$ cat src/rtl/td4_sequencer.sv
// TD4 fetch/execute sequencer: fetches one instruction byte per FETCH, strobes the
// register/PC writes for exactly one EXEC cycle, and traps to a sticky FAULT on fetch timeout.
module td4_sequencer (
  input  logic       clk,
  input  logic       rst_n,
  input  logic       run,
  input  logic       step,
  input  logic [3:0] pc,
  output logic       mem_req,
  output logic [3:0] mem_addr,
  input  logic       mem_ack,
  input  logic [7:0] mem_data,
  output logic [3:0] opcode,
  output logic [3:0] imm,
  output logic       c_flag,
  input  logic       sel_A,
  input  logic       sel_B,
  input  logic       sel_Out,
  input  logic       sel_PC,
  input  logic       carry_in,
  output logic       we_a,
  output logic       we_b,
  output logic       we_out,
  output logic       pc_load,
  output logic       pc_inc,
  output logic       busy,
  output logic       fault,
  output logic [7:0] retired
);

  typedef enum logic [1:0] {
    S_IDLE  = 2'd0,
    S_FETCH = 2'd1,
    S_EXEC  = 2'd2,
    S_FAULT = 2'd3
  } state_e;

  state_e     state_q, state_d;
  logic [3:0] wait_q, wait_d;
  logic [3:0] opcode_q, opcode_d;
  logic [3:0] imm_q, imm_d;
  logic       c_q, c_d;
  logic [7:0] ret_q, ret_d;
  logic       nop_op;

  always_ff @(posedge clk or negedge rst_n) begin
    if (!rst_n) begin
      state_q  <= S_IDLE;
      wait_q   <= '0;
      opcode_q <= '0;
      imm_q    <= '0;
      c_q      <= 1'b0;
      ret_q    <= '0;
    end else begin
      state_q  <= state_d;
      wait_q   <= wait_d;
      opcode_q <= opcode_d;
      imm_q    <= imm_d;
      c_q      <= c_d;
      ret_q    <= ret_d;
    end
  end

  // The wait counter is only held while FETCH continues without ack, so every
  // FETCH entry (from IDLE or back-to-back from EXEC) starts it at zero.
  always_comb begin
    state_d  = state_q;
    wait_d   = '0;
    opcode_d = opcode_q;
    imm_d    = imm_q;
    c_d      = c_q;
    ret_d    = ret_q;
    case (state_q)
      S_IDLE: begin
        if (run || step) state_d = S_FETCH;
      end
      S_FETCH: begin
        if (mem_ack) begin
          state_d  = S_EXEC;
          opcode_d = mem_data[7:4];
          imm_d    = mem_data[3:0];
        end else if (wait_q == 4'hF) begin
          state_d = S_FAULT;
        end else begin
          wait_d = wait_q + 4'd1;
        end
      end
      S_EXEC: begin
        c_d     = carry_in;
        ret_d   = ret_q + 8'd1;
        state_d = run ? S_FETCH : S_IDLE;
      end
      S_FAULT: state_d = S_FAULT;
      default: state_d = S_IDLE;
    endcase
  end

  assign nop_op = opcode_q inside {4'b1000, 4'b1010, 4'b1100, 4'b1101};

  // Unused opcodes are forced to a plain PC increment whatever the decoder says.
  always_comb begin
    mem_req = 1'b0;
    busy    = 1'b0;
    fault   = 1'b0;
    we_a    = 1'b0;
    we_b    = 1'b0;
    we_out  = 1'b0;
    pc_load = 1'b0;
    pc_inc  = 1'b0;
    case (state_q)
      S_FETCH: begin
        mem_req = 1'b1;
        busy    = 1'b1;
      end
      S_EXEC: begin
        busy = 1'b1;
        if (nop_op) begin
          pc_inc = 1'b1;
        end else begin
          we_a    = ~sel_A;
          we_b    = ~sel_B;
          we_out  = ~sel_Out;
          pc_load = ~sel_PC;
          pc_inc  = sel_PC;
        end
      end
      S_FAULT: fault = 1'b1;
      default: ;
    endcase
  end

  assign mem_addr = pc;
  assign opcode   = opcode_q;
  assign imm      = imm_q;
  assign c_flag   = c_q;
  assign retired  = ret_q;

endmodule
$ cat config.mk
export PLATFORM = sky130hd
export DESIGN_NAME = td4_sequencer
export DESIGN_NICKNAME = d
export VERILOG_FILES = /design/src/rtl/td4_sequencer.sv
export SDC_FILE = /design/constraint.sdc
export NUM_CORES = 1
export LEC_CHECK = 0
export CAP_MARGIN = 25
export CORE_ASPECT_RATIO = 0.9
export CORE_MARGIN = 10
export CORE_UTILIZATION = 40
export CTS_CLUSTER_SIZE = 10
export DETAILED_ROUTE_END_ITERATION = 6
export PLACE_DENSITY = 0.78
export SLEW_MARGIN = 5
export SYNTH_ARGS = -nofsm -noshare
export SYNTH_HDL_FRONTEND = slang
export SYNTH_SLANG_ARGS = --single-unit
$ cat constraint.sdc
create_clock -name clk -period 1.7 [get_ports clk]
set_clock_uncertainty 0.1 [all_clocks]
set_input_delay 0.34 -clock clk [delete_from_list [all_inputs] [get_ports clk]]
set_output_delay 0.34 -clock clk [all_outputs]
set_load 0.02 [all_outputs]
==> results.json <==
{
  "run_status": "finished, violations left",
  "violated_checks": "negative setup slack",
  "finish.net_count": 178,
  "fin_area_mm2": 0.00178,
  "detail_route.drc_violations": 0,
  "avgViaCountPerCell": 4.87,
  "root_cell_of_the_clock_tree": "clkbuf_4",
  "antenna_cells": 0,
  "grt_first_pass_wirelength_mm": 4.41,
  "cts.sinks": 23,
  "drtAntennaViolNets": 0,
  "leakage_power_figure_nw": 0.814,
  "drt_first_iter_violations": 51,
  "synthFlopType": "dfrtp_1",
  "arrival_ns": 1.42,
  "clk_pin_slew_ns": 0.12,
  "final_cells": 178,
  "hp-class": "primary input to asynchronous set/reset pin",
  "pwr_density_cell_mw_per_mm2": 1730,
  "post_synth_most_frequent_cells": "dfrtp_1, mux2_2, nor2_1",
  "design.die.area_mm2": 0.00531,
  "grt_start_max_net_pins": 24,
  "die_width_um": 75.7,
  "fin_ws_ns": -0.158,
  "post_drt_wl_per_cell_um": 15.1,
  "global_route.usage.total_pct": 10.4,
  "summed_instance_area_of_the_synthesized_netlist_mm2": 0.00112,
  "async_reset_ff_share_pct": 100,
  "mappedNetlistNets": 120,
  "pre_cts_slack_ns": -0.329,
  "rsz_0062_raised_after_global_routing": "true",
  "met2_usage_pct": 17.0,
  "worstPathMaxFanout": 4,
  "pin_count": 51,
  "synth_top_area_cells": "dfrtp_1, mux2_2, ha_1, xnor2_1, buf_4",
  "total_power_w": 0.00308,
  "seq_area_frac_synth_pct": 51.5,
  "reg2reg_slack_ns": 0.07,
  "synth_enable_flop_cells": 0,
  "synthDominantCellAreaShare_pct": 51.5,
  "hold_violations": 0,
  "rr_endpoint": "imm[1]",
  "htree_levels": 1,
  "grt.busiest_layer": "met2",
  "r2r-start": "state_q[1]",
  "floorplan.rows": 18,
  "synth.avg_cell_area_um2": 12.3,
  "port_buffers": 42,
  "initial_core_util_pct": 41.3,
  "total_clock_buffers_created_by_cts": 3,
  "number_of_global_route_vias_before_repair": 954,
  "crit_path_start_kind": "register",
  "grt.overflow.total": 0,
  "core-area_mm2": 0.00270,
  "number_of_buffers_on_the_longest_clock_path": 2,
  "number_of_standard_cells_after_synthesis": 91,
  "cp.required_ns": 1.26,
  "tcrit_tclk_final_pct": 109,
  "vdd_ir_drop_max_mv": 0.833,
  "final.hold.worst_slack_ns": 0.257,
  "synth_seq_cells": 23,
  "worst_slew_margin_rel_pct": 80.6,
  "max-cap-violations": 0,
  "tightestPinTransition_ns": 0.291,
  "distinct_cells_synth": 28,
  "cp-end-kind": "primary output",
  "cts_hold_repair.buffers": 0,
  "timing.final.crit_period_ns": 1.86,
  "fmax_mhz": 538,
  "setup.worst_path.class": "register to primary output",
  "layout.area.seq_um2": 576,
  "synthDominantAreaCellType": "dfrtp_1",
  "antenna_found_initial": 0,
  "final_number_of_setup_violating_endpoints": 6,
  "grtUsageMet1_pct": 11.2,
  "globalplace.congestion": 0.807,
  "wl_final_mm": 2.69,
  "fillers": 198,
  "synthesis.yosys.warnings": 0,
  "timing_max_transition_violations_final": 0,
  "cts_tree": "yes",
  "dp.final_hpwl_mm": 2.11,
  "post-place-cells": 172,
  "firstDrtPassIters": 3,
  "insertion_delay_ns": 0.31,
  "num_vias": 866,
  "areaGrowthSynthToFinish_pct": 59.2,
  "drive_gt1_share_pct": 37.2,
  "worst-r2r-cell-count": 6,
  "placedInstanceArea_mm2": 0.00164,
  "yosysMostFrequentCell": "dfrtp_1",
  "fp.dieH_um": 70.1,
  "grt_use_met3_pct": 5.08,
  "area_of_the_multi_input_gates_um2": 592
}
-- report_power, final --
group,switching [W],total [W],leakage (nW),internal (W)
Clock,0.000158,0.000246,0.0177,0.0000879
Combinational,0.000951,0.00193,0.508,0.000975
Sequential,0.000148,0.000905,0.288,0.000757
Total,0.00126,0.00308,0.814,0.00182
-- cells by family (layout without fill, tap and decap cells) --
group                      Yosys count  after routing  share of synthesized area, %
AOI/OAI and AO/OA                    9              9                          5.49
xor gates and xnor gates             8              8                          6.27
adders and majority gates            7              7                          7.84
buffers and inverters                8             65                          4.70
DFF                                 23             23                          51.5
muxes                               11             11                          11.0
and+or+nand+nor                     25             25                          13.2
-- flip-flops by register name (all words and copies together) (netlist names) --
signal	flops
retired	8
imm	4
opcode	4
wait_q	4
state_q	2
c_flag	1
-- repair_timing --
action                                 in CTS  in global routing
pin swaps                                   1                  2
gates resized for setup                    68                 21
endpoints found under the hold margin       0                  0
setup endpoints to repair                  25                 15
buffers inserted                            2                  1
-- worst max-delay path, cell delays in order, from the launching register on --
cell and delay [ns]:
dfrtp_1 0.39, buf_6 0.11, ha_4 0.13, a21bo_4 0.27
nor2_4 0.10, buf_6 0.12
-- stage by stage --
step	util, %	TNS (ns)
floorplan	-	-0.177
global placement	60.6	-1.63
detailed placement	60.6	-1.71
CTS	62.6	-0.760
global route	65.8	-1.21
finish	65.8	-0.729
-- cell type report --
type                            instances  share of cell area, %
Multi-Input combinational cell         60                   33.3
Timing Repair Buffer                   58                   30.0
Clock inverter                          1                  0.281
Sequential cell                        23                   32.3
Clock buffer                            3                   1.27
Inverter                                3                  0.774
Tap cell                               30                   2.11
-- how the worst max path moves through the flow --
stage / startpoint / end / slack [ns] / depth (start not counted)
after floorplan: state_q[0] / pc_load / -0.04 / 5
after global placement: sel_PC / pc_inc / -0.32 / 4
after detailed placement: sel_PC / pc_inc / -0.33 / 4
after CTS: state_q[0] / pc_load / -0.17 / 5
after global routing: opcode[2] / pc_inc / -0.24 / 4
final: state_q[1] / pc_load / -0.16 / 5
-- layer usage --
metal | wire length (um) | vias to the layer above | share of wire (%)
li1 | - | 426 | -
met1 | 1030 | 414 | 38
met2 | 1370 | 24 | 51
met3 | 256 | 2 | 9.5
met4 | 35 | 0 | 1.3
met5 | 0 | - | 0
-- cells in the final DEF, fill, tap and decap left out, drive strengths merged --
cell type / n
nor3b: 1
xor2: 3
nor3: 1
nand2: 5
clkinv: 1
nand2b: 1
nand3: 1
buf: 24
nand4b: 1
a2bb2oi: 1
clkbuf: 3
and3: 1
nand4: 3
inv: 3
dfrtp: 23
mux2: 10
a21bo: 1
a211oi: 1
dlygate4sd2: 17
o32a: 1
and2: 1
ha: 7
mux2i: 1
a21oi: 4
nor2b: 2
xnor2: 5
o21ai: 1
nor2: 8
clkdlybuf4s50: 17
No activity file was read; power rests on OpenSTA's default activity.
